**src/rtl/serial_subtractor_pkg.sv**
```systemverilog
// Shared definitions for the bit-serial subtractor.
//   DEF_WIDTH : default operand/result width
//   state_t   : control FSM state encodings
package serial_subtractor_pkg;

    localparam int DEF_WIDTH = 8;

    typedef enum logic [1:0] {
        ST_IDLE  = 2'd0,
        ST_SHIFT = 2'd1,
        ST_DONE  = 2'd2
    } state_t;

endpackage

```
**src/rtl/serial_subtractor_if.sv**
```systemverilog
// Request/result bundle between a controlling FSM and the serial subtractor.
//   master : drives start/a/b/bin, observes busy/done/diff/bout/ovf/zero
//   slave  : the subtractor side of the same bundle
interface serial_subtractor_if
    import serial_subtractor_pkg::*;
#(
    parameter int WIDTH = DEF_WIDTH
) ();

    logic             start;
    logic [WIDTH-1:0] a;
    logic [WIDTH-1:0] b;
    logic             bin;
    logic             busy;
    logic             done;
    logic [WIDTH-1:0] diff;
    logic             bout;
    logic             ovf;
    logic             zero;

    modport master (
        output start, a, b, bin,
        input  busy, done, diff, bout, ovf, zero
    );

    modport slave (
        input  start, a, b, bin,
        output busy, done, diff, bout, ovf, zero
    );

endinterface

```
**src/rtl/serial_subtractor_full_subtractor.sv**
```systemverilog
// One-bit full subtractor built from gate primitives.
//   a, b, bin : minuend bit, subtrahend bit, borrow-in
//   d         : difference bit  a ^ b ^ bin
//   bout      : borrow-out      (~a & b) | (~(a ^ b) & bin)
module full_subtractor (
    input  logic a,
    input  logic b,
    input  logic bin,
    output logic d,
    output logic bout
);

    logic axb;
    logic na;
    logic naxb;
    logic t_gen;
    logic t_prop;

    xor g_axb  (axb, a, b);
    xor g_d    (d, axb, bin);
    not g_na   (na, a);
    not g_naxb (naxb, axb);
    and g_gen  (t_gen, na, b);
    and g_prop (t_prop, naxb, bin);
    or  g_bout (bout, t_gen, t_prop);

endmodule

```
**src/rtl/serial_subtractor.sv**
```systemverilog
// Bit-serial subtractor: diff = a - b - bin, one bit per clock, LSB first.
//   clk, rst_n : clock, asynchronous active-low reset
//   bus        : slave side of serial_subtractor_if
//                start/a/b/bin sampled in IDLE; busy during SHIFT;
//                done pulses one cycle; diff/bout/ovf/zero registered and
//                held until the next completion.
module serial_subtractor
    import serial_subtractor_pkg::*;
#(
    parameter  int WIDTH = DEF_WIDTH,
    localparam int CNT_W = $clog2(WIDTH) + 1
) (
    input  logic              clk,
    input  logic              rst_n,
    serial_subtractor_if.slave bus
);

    state_t           state;
    state_t           next_state;

    // sa doubles as the partial-result register: each bit of a is consumed
    // from the LSB while the matching difference bit enters at the MSB, so
    // after WIDTH shifts sa would hold the full difference.
    logic [WIDTH-1:0] sa;
    logic [WIDTH-1:0] sb;
    logic             br;
    logic             a_msb;
    logic             b_msb;
    logic [CNT_W-1:0] cnt;

    logic [WIDTH-1:0] diff_r;
    logic             bout_r;
    logic             ovf_r;
    logic             zero_r;

    logic             d_bit;
    logic             br_next;
    logic             last_bit;
    logic [WIDTH-1:0] diff_final;
    logic             busy_o;
    logic             done_o;

    full_subtractor u_cell (
        .a    (sa[0]),
        .b    (sb[0]),
        .bin  (br),
        .d    (d_bit),
        .bout (br_next)
    );

    assign last_bit   = (state == ST_SHIFT) && (cnt == CNT_W'(WIDTH - 1));
    assign diff_final = {d_bit, sa[WIDTH-1:1]};

    // State register
    always_ff @(posedge clk or negedge rst_n) begin
        if (!rst_n) state <= ST_IDLE;
        else        state <= next_state;
    end

    // Next-state logic; the unused encoding falls back to IDLE
    always_comb begin
        next_state = ST_IDLE;
        case (state)
            ST_IDLE:  next_state = bus.start ? ST_SHIFT : ST_IDLE;
            ST_SHIFT: next_state = last_bit  ? ST_DONE  : ST_SHIFT;
            ST_DONE:  next_state = ST_IDLE;
            default:  next_state = ST_IDLE;
        endcase
    end

    // Output decode
    always_comb begin
        busy_o = 1'b0;
        done_o = 1'b0;
        case (state)
            ST_SHIFT: busy_o = 1'b1;
            ST_DONE:  done_o = 1'b1;
            default:  ;
        endcase
    end

    // Datapath: operand capture, serial shift, result capture
    always_ff @(posedge clk or negedge rst_n) begin
        if (!rst_n) begin
            sa     <= '0;
            sb     <= '0;
            br     <= 1'b0;
            a_msb  <= 1'b0;
            b_msb  <= 1'b0;
            cnt    <= '0;
            diff_r <= '0;
            bout_r <= 1'b0;
            ovf_r  <= 1'b0;
            zero_r <= 1'b0;
        end else if (state == ST_IDLE && bus.start) begin
            sa    <= bus.a;
            sb    <= bus.b;
            br    <= bus.bin;
            a_msb <= bus.a[WIDTH-1];
            b_msb <= bus.b[WIDTH-1];
            cnt   <= '0;
        end else if (state == ST_SHIFT) begin
            sa <= {d_bit, sa[WIDTH-1:1]};
            sb <= {1'b0, sb[WIDTH-1:1]};
            br <= br_next;
            if (last_bit) begin
                // Counter holds at WIDTH-1; it is reloaded on the next accept
                diff_r <= diff_final;
                bout_r <= br_next;
                ovf_r  <= (a_msb != b_msb) && (d_bit != a_msb);
                zero_r <= (diff_final == '0);
            end else begin
                cnt <= cnt + CNT_W'(1);
            end
        end
    end

    assign bus.busy = busy_o;
    assign bus.done = done_o;
    assign bus.diff = diff_r;
    assign bus.bout = bout_r;
    assign bus.ovf  = ovf_r;
    assign bus.zero = zero_r;

endmodule

```
**src/flat_wrapper.sv**
```systemverilog
// flat-port wrapper written by rule: the top's interface ports become plain ports
module serial_subtractor_flat import serial_subtractor_pkg::*;
#(
    parameter  int WIDTH = DEF_WIDTH,
    localparam int CNT_W = $clog2(WIDTH) + 1
)
  (clk, rst_n, bus_start, bus_a, bus_b, bus_bin, bus_busy, bus_done, bus_diff, bus_bout, bus_ovf, bus_zero);
  serial_subtractor_if #(.WIDTH(WIDTH)) bus_i ();
  input  logic clk;
  input  logic rst_n;
  input wire logic [$bits(bus_i.start)-1:0] bus_start;
  input wire logic [$bits(bus_i.a)-1:0] bus_a;
  input wire logic [$bits(bus_i.b)-1:0] bus_b;
  input wire logic [$bits(bus_i.bin)-1:0] bus_bin;
  output wire logic [$bits(bus_i.busy)-1:0] bus_busy;
  output wire logic [$bits(bus_i.done)-1:0] bus_done;
  output wire logic [$bits(bus_i.diff)-1:0] bus_diff;
  output wire logic [$bits(bus_i.bout)-1:0] bus_bout;
  output wire logic [$bits(bus_i.ovf)-1:0] bus_ovf;
  output wire logic [$bits(bus_i.zero)-1:0] bus_zero;
  assign bus_i.start = bus_start;
  assign bus_i.a = bus_a;
  assign bus_i.b = bus_b;
  assign bus_i.bin = bus_bin;
  assign bus_busy = bus_i.busy;
  assign bus_done = bus_i.done;
  assign bus_diff = bus_i.diff;
  assign bus_bout = bus_i.bout;
  assign bus_ovf = bus_i.ovf;
  assign bus_zero = bus_i.zero;
  serial_subtractor #(.WIDTH(WIDTH)) u_core (.clk(clk), .rst_n(rst_n), .bus(bus_i));
endmodule
```
**config.mk**
```make
export PLATFORM = sky130hd
export DESIGN_NAME = serial_subtractor_flat
export DESIGN_NICKNAME = d
export VERILOG_FILES = /design/src/rtl/serial_subtractor_pkg.sv /design/src/rtl/serial_subtractor_if.sv /design/src/rtl/serial_subtractor_full_subtractor.sv /design/src/rtl/serial_subtractor.sv /design/src/flat_wrapper.sv
export SDC_FILE = /design/constraint.sdc
export NUM_CORES = 1
export LEC_CHECK = 0
export CAP_MARGIN = 10
export CORE_MARGIN = 2
export CORE_UTILIZATION = 30
export DETAILED_ROUTE_END_ITERATION = 10
export PLACE_DENSITY = 0.49
export SKIP_CTS_REPAIR_TIMING = 1
export SYNTH_ARGS = -nofsm -noshare
export SYNTH_HDL_FRONTEND = slang
export SYNTH_HIERARCHICAL = 1
export SYNTH_SLANG_ARGS = --single-unit
```
**constraint.sdc**
```tcl
create_clock -name clk -period 3.17 [get_ports clk]
set_clock_uncertainty 0.2 [all_clocks]
set_input_delay 0.634 -clock clk [delete_from_list [all_inputs] [get_ports clk]]
set_output_delay 0.634 -clock clk [all_outputs]
set_load 0.02 [all_outputs]
```
Word level (Yosys, flattened, before mapping)
Cells that the tools add are included.

Add/subtract/negate cells: 1. Eq/ne operators: 6. Muxes and demuxes: 14. Bitwise operators: 8. Reductions and logical operators: 8.

Operators with widths (count): 2-to-1 mux 8 bit (4); 2-to-1 mux 4 bit (3); logical NOT 8 bit (1); 2-to-1 mux 1 bit (5); adder 4 x 1 -> 4 bit, second input constant (1); == test 4 x 3 -> 1 bit, second input constant (1); case mux 2 bit (2 select lines) (1); logical AND 1 bit (3); NOT 1 bit (3); AND reduction 3 bit (1); AND 1 bit (2); == test 2 x 1 -> 1 bit, second input constant (1); == test 2 bit, second input constant (1); logical NOT 2 bit (1); 2-to-1 mux 2 bit (1); != test 1 bit (2); != test 2 bit, second input constant (1); AND reduction 2 bit (1); nonzero test 2 bit (1); bitwise XOR 1 bit (2); bitwise OR 1 bit (1).

Bits in registers: 36. Bits of input ports: 20. Output and inout bits: 13. Word-level logic and storage cells: 48.

Logic depth before layout (Yosys ltp)
Gate-level depths: netlist (run 1).

Depth in word-level cells: 6. Mapped depth: 5. Mapped depth without buffers: 5.

By module
The synthesis (run 1) kept the hierarchy.

Modules (own cells, without submodules): serial_subtractor (instances 1, cells an instance 132, area each 1520.2 µm², seq. area each 900.9 µm²); full_subtractor (instances 1, cells an instance 4, area each 31.3 µm², seq. area each 0.0 µm²).

Worst setup path after synthesis (run 1)
OpenSTA, ideal clock, no wires.

Path type: register -> output. Start: register u_core.state[1]. End: output bus_busy. Arrival: 1.010 ns. Required time: 2.336 ns. Setup slack: 1.326 ns. Cell stages (with the launch flop): 4. Buffers on the path: 2. Cell sequence: dfrtp_1 -> and2b_1 -> buf_2 -> buf_2.

Word-level cells in the longest chain between the ends: 2.

Ends and longest elaborated chain: from (decl) (RTL line serial_subtractor.sv:18) `state_t state;`; from (signal assigned) (RTL line serial_subtractor.sv:57) `else state <= next_state;`; == test 2 x 1 -> 1 bit (RTL line serial_subtractor.sv:75) `case (state)`; 2-to-1 mux 1 bit (RTL line serial_subtractor.sv:75); to (decl) (RTL line flat_wrapper.sv:15) `output wire logic [$bits(bus_i.busy)-1:0] bus_busy;`.

Every way passes these cells.

Final worst setup path (run 1)
Ends and elaborated chain as after synthesis.

==> results of run 1 <==
metal layers:
| layer | up-vias | GRT usage (%) | wire length, µm |
|---|---|---|---|
| met5 | - | 0 | 0 |
| met4 | 0 | 5.45 | 63 |
| met3 | 6 | 4.29 | 165 |
| met2 | 24 | 18.8 | 1450 |
| met1 | 534 | 15.7 | 1530 |
| li1 | 546 | - | - |
how the worst max path moves through the flow:
stage / startpoint / slack [ns] / endpoint
6_report: u_core/state[1]$_DFF_PN0_ / 0.78 / bus_busy
5_1_grt: u_core/state[1]$_DFF_PN0_ / 0.69 / bus_busy
4_1_cts: u_core/state[1]$_DFF_PN0_ / 0.73 / bus_busy
3_5_place_dp: bus_start / 0.78 / u_core/a_msb$_DFFE_PN0P_
3_3_place_gp: bus_start / 0.85 / u_core/a_msb$_DFFE_PN0P_
2_1_floorplan: u_core/state[1]$_DFF_PN0_ / 1.33 / bus_busy
cells in the mapped netlist:
master and n:
nand2_1 35, mux2_2 13, o21bai_1 1, buf_4 1, nor3b_2 2, and4_1 1, clkbuf_1 1, nor3_1 1
dfrtp_1 36, nand3_1 3, nor2b_1 2, inv_1 4, mux2i_1 2, fa_1 1, nand2b_1 3, a22oi_1 16
nand3b_1 1, a21oi_1 1, nor4_1 2, a22o_1 1, and2b_1 1, buf_2 4, or4b_1 1, ha_1 1
o21ai_0 2
state kept, by name, indices dropped and copies added, names as in the netlist:
name             cells
u_core/bus.ovf       1
u_core/bus.zero      1
u_core/br            1
u_core/cnt           4
u_core/bus.bout      1
u_core/bus.diff      8
u_core/sb            8
u_core/state         2
u_core/sa            8
u_core/b_msb         1
u_core/a_msb         1
stage by stage:
stage	power [µW]	util [%]
2_1_floorplan	1360	-
3_5_place_dp	1690	39.1
6_report	2000	40.9
4_1_cts	2030	40.9
5_1_grt	2170	40.9
3_3_place_gp	1670	39.1
kinds of logic after synthesis:
family                     share of synthesized area, %
and+or+nand+nor                                    16.4
muxes                                              10.7
AOI/OAI and AO/OA                                  9.76
adders and majority gates                          2.10
DFF                                                58.1
buffers and inverters                              2.98
critical path, cell delays in order, from the launching register on:
cell and delay [ns]:
dfrtp_1 0.41, and2b_1 0.23, clkdlybuf4s50_1 0.63
power breakdown:
group          switching [µW]  internal (µW)  leakage (µW)
clock network             152            177     0.0000455
logic                     428            426      0.000421
registers                 148            668      0.000454
total                     727           1270      0.000920
layout make-up:
cell class	count	area [µm²]
clock buffers	8	90.1
well taps	70	87.6
flip-flops and latches	36	901
multi-input cells	90	604
repair buffers	38	365
inverters	4	15.0
fillers	502	2980
==> flow_metrics.py, run 1 <==
metrics = {
    "run": {
        "max_cap_violations": 0,
    },
    "place": {
        "placed_area_um2": 1970,
        "placedCellCount": 238,
        "numPortBuffers": 32,
        "dp_hpwl_um": 2240,
        "dp_slack_ns": 0.782,
        "routabilityCongestion": 0.729,
    },
    "synthesis": {
        "syn_avg_cell_area_um2": 11.4,
        "yosys-top-cells-area": "dfrtp_1, mux2_2, nand2_1",
        "synth_area_leader_cell": "dfrtp_1",
        "ys_seq_elements": 36,
        "synth-seq-area-share_pct": 58.1,
        "ys_warn_count": 6,
        "yosysTopAreaCellShare_pct": 58.1,
        "synthCells": 136,
        "ys_types": 25,
        "synth.cell_area_um2": 1550,
        "synth_nets": 158,
    },
    "timing": {
        "fin_crit_ns": 2.39,
        "fmax_ghz": 0.419,
        "report.final.slew_viol_count": 0,
        "setup_slack_ns": 0.783,
        "rsz0062_at_grt": "no",
        "worst_hold_slack_ns": 0.273,
        "worst_slew_pin_slew_ns": 0.633,
        "post-route-period-util_pct": 75.3,
        "setup_tns_ns": 0,
        "hold_viol": 0,
        "setup_violations": 0,
        "relSlewSlack_pct": 57.6,
    },
    "worst_setup_path": {
        "critPathKind": "reg2out",
        "r2r_start": "u_core/state[1]$_DFF_PN0_",
        "cp.required_ns": 2.34,
        "r2r-end": "u_core/bus.ovf$_DFFE_PN0P_",
        "worst_r2r_path_depth": 5,
        "arrival_ns": 1.55,
        "ff2ff_setup_slack_ns": 1.18,
        "path_max_fanout": 4,
        "critPathCaptureType": "primary output",
        "cp-start-kind": "flop",
    },
    "layout": {
        "area_delta_synth_final_pct": 33.0,
        "mostFrequentLayoutCell": "dfrtp_1",
        "fin_nets": 197,
        "layout_common_cells": "dfrtp_1, nand2_1, clkdlybuf4s50_1",
        "num_antenna_cells": 0,
        "stdcell_area_um2": 2060,
        "layout-drive-gt1-share_pct": 15.3,
        "final_cells": 246,
    },
    "global_routing": {
        "grt_overflow": 0,
        "antenna_found_initial": 0,
        "first_global_vias": 1147,
        "grt_pass1_wl_um": 5550,
        "track_usage_pct": 12.3,
        "grt_max_degree": 37,
    },
    "drt": {
        "route.final.wire_length_um": 3200,
        "drt-wirelength-per-cell_um": 13.0,
        "ant_nets": 0,
        "dr.pass1.iters": 4,
        "drt_iter0_drc": 68,
        "via_count": 1110,
        "via_per_inst": 4.51,
        "drc": 0,
    },
    "die": {
        "placeableCoreArea_um2": 5040,
        "dieArea_um2": 5760,
        "initial_core_util_pct": 30.8,
        "fp.dieH_um": 75.9,
        "io_pins": 33,
        "fp.dieW_um": 75.9,
        "num_rows": 26,
    },
    "power_and_ir_drop": {
        "total_leakage_power_uw": 0.000920,
        "powerDensity_nw_per_um2": 968,
        "peakVddDrop_mv": 0.311,
    },
    "run_status": {
        "outcome": "finished clean",
    },
    "cts": {
        "clk_latency_ns": 0.28,
        "cts_buffer_depth": 2,
        "htree_levels": 2,
        "tritoncts": "done",
        "cts.sinks": 36,
        "clockRootBuffer": "clkbuf_8",
        "cts_buffers": 5,
        "clk_pin_slew_ns": 0.07,
    },
    "worst_hold_path": {
        "whs_endpoint": "u_core/sb[0]$_DFFE_PN0P_",
        "min_path_type": "reg2reg",
        "hold_path_depth": 2,
        "min_from": "u_core/sb[0]$_DFFE_PN0P_",
    },
}
Power figures use the tool's default switching activity.
==> run 2, diff against run 1 <==
Settings changed: PLACE_DENSITY 0.49 to 0.51.
Clock period 3.17 ns to 2 ns, I/O delays scaled along.
==> run 2 against run 1 <==
  * Wire length rose by 1.9%
  * Setup slack lost 0.64 ns
  * Largest cell class unchanged
  * Register-to-register slack worse by 1.0 ns
  * Critical path type is now reg2reg
  * Combinational power increased by 62%
  * Worst hold slack gained 0.0064 ns
  * Cell area grew 0.61%
==> flow_metrics.py, run 2 (synthesized netlist as in run 1, its figures left out) <==
metrics = {
    "run_status": {
        "outcome": "finished clean",
    },
    "global_routing": {
        "antenna_found_initial": 0,
        "grt_max_degree": 37,
        "first_global_vias": 1187,
        "grt_pass1_wl_um": 5820,
        "grt_overflow": 0,
        "track_usage_pct": 12.6,
    },
    "cts": {
        "cts_buffer_depth": 2,
        "clk_pin_slew_ns": 0.07,
        "htree_levels": 2,
        "tritoncts": "done",
        "clockRootBuffer": "clkbuf_8",
        "clk_latency_ns": 0.28,
        "cts.sinks": 36,
        "cts_buffers": 5,
    },
    "timing": {
        "relSlewSlack_pct": 66.6,
        "hold_viol": 0,
        "post-route-period-util_pct": 93.0,
        "worst_slew_pin_slew_ns": 0.496,
        "rsz0062_at_grt": "no",
        "setup_violations": 0,
        "fin_crit_ns": 1.86,
        "fmax_ghz": 0.537,
        "report.final.slew_viol_count": 0,
        "setup_slack_ns": 0.140,
    },
    "drt": {
        "ant_nets": 0,
        "route.final.wire_length_um": 3270,
        "drt-wirelength-per-cell_um": 13.3,
        "via_per_inst": 4.63,
        "via_count": 1138,
        "drt_iter0_drc": 88,
        "dr.pass1.iters": 4,
        "drc": 0,
    },
    "power_and_ir_drop": {
        "powerDensity_nw_per_um2": 1520,
        "internal_power_uw": 2000,
        "total_leakage_power_uw": 0.000950,
        "p_switching_uw": 1160,
        "peakVddDrop_mv": 0.669,
        "comb_power_share_pct": 43.7,
        "clockPowerShare_pct": 15.0,
        "seqPwrFrac_pct": 41.3,
        "sw_frac_of_total_pct": 36.8,
    },
    "worst_setup_path": {
        "path_max_fanout": 5,
        "cp.required_ns": 1.96,
        "cp-start-kind": "flop",
        "critPathKind": "reg2reg",
        "crit_chain": "fa_1 -> nand2b_1 -> o21ai_0 -> mux2_2",
        "critPathCaptureType": "flop",
        "slowest_delay_ns": 0.64,
        "arrival_ns": 1.83,
        "cpMaxStageDelayCell": "fa_1",
    },
    "place": {
        "dp_hpwl_um": 2300,
        "placed_area_um2": 1990,
        "numPortBuffers": 32,
        "routabilityCongestion": 0.721,
        "dp_slack_ns": 0.125,
    },
    "die": {
        "dieArea_um2": 5760,
        "placeableCoreArea_um2": 5040,
        "fp.dieH_um": 75.9,
        "io_pins": 33,
        "initial_core_util_pct": 30.8,
        "fp.dieW_um": 75.9,
        "num_rows": 26,
    },
    "run": {
        "max_cap_violations": 0,
    },
    "layout": {
        "fin_nets": 198,
        "num_antenna_cells": 0,
        "stdcell_area_um2": 2080,
        "area_delta_synth_final_pct": 33.8,
        "mostFrequentLayoutCell": "dfrtp_1",
        "layout_common_cells": "dfrtp_1, nand2_1, clkdlybuf4s50_1",
        "layout-drive-gt1-share_pct": 15.9,
    },
    "worst_hold_path": {
        "min_path_type": "reg2reg",
    },
}
## run 2: changes by cell type in the layout (fill, tap and decap cells not counted), sizes merged
cell           previous run  this run
clkdlybuf4s50            32        30
clkbuf                    8         6
clkinv                    0         1
buf                       6         7
dlymetal6s2s              0         2
## run 2: final timing paths
path                            slack [ns]  depth (start not counted)                      from                        endpoint
min in group asynchronous             0.34                          2                     rst_n  u_core/bus.diff[3]$_DFFE_PN0P_
worst min-delay path                  0.28                          2  u_core/sb[2]$_DFFE_PN0P_        u_core/sb[2]$_DFFE_PN0P_
worst min register to register        0.28                          2  u_core/sb[2]$_DFFE_PN0P_        u_core/sb[2]$_DFFE_PN0P_
worst max-delay path                  0.14                          4  u_core/sa[0]$_DFFE_PN0P_      u_core/bus.ovf$_DFFE_PN0P_
max in group asynchronous             0.94                          2                     rst_n        u_core/sb[3]$_DFFE_PN0P_
worst max register to register        0.14                          4  u_core/sa[0]$_DFFE_PN0P_      u_core/bus.ovf$_DFFE_PN0P_
## run 2: through the flow
stage / power (µW) / hold WS [ns] / util (%) / setup TNS [ns] / instances
finish: 3150 / 0.280 / 41.2 / 0 / 246
CTS: 3200 / 0.285 / 41.1 / -0.281 / 246
global placement: 2670 / 0.257 / 39.5 / 0 / 239
detailed placement: 2710 / 0.265 / 39.5 / 0 / 239
global route: 3450 / 0.308 / 41.2 / 0 / 246
floorplan: 2150 / -0.0956 / - / 0 / 136
## run 2: layout make-up
class                      instances  area [µm²]
multi-input combinational         90         604
clock buffer                       6        72.6
sequential                        36         901
clock inverter                     1        5.00
timing repair buffer              39         390
fill                             487        2970
tap                               70        87.6
inverter                           4        15.0
## run 2: per-layer routing
metal | global-route usage [%] | up-vias | share of wire [%]
met2 | 19.2 | 24 | 46
met4 | 4.91 | 0 | 1.7
li1 | - | 554 | -
met3 | 3.69 | 6 | 4.2
met5 | 0 | - | 0
met1 | 17.1 | 554 | 49
## run 2: worst max-delay path: cells and delay by family (launching register included)
| family | cells | cell delay (ns) |
|---|---|---|
| fa+ha+maj | 1 | 0.64 |
| flops | 1 | 0.40 |
| mux | 1 | 0.28 |
| simple gates | 1 | 0.13 |
| compound gates | 1 | 0.10 |
## run 2: power by group through the flow
stage,Sequential (µW),Combinational [µW],Clock (µW)
after floorplan,1370,784,0
after global placement,1300,1370,0
after detailed placement,1320,1390,0
after CTS,1300,1400,500
after global routing,1360,1550,538
final,1300,1380,472
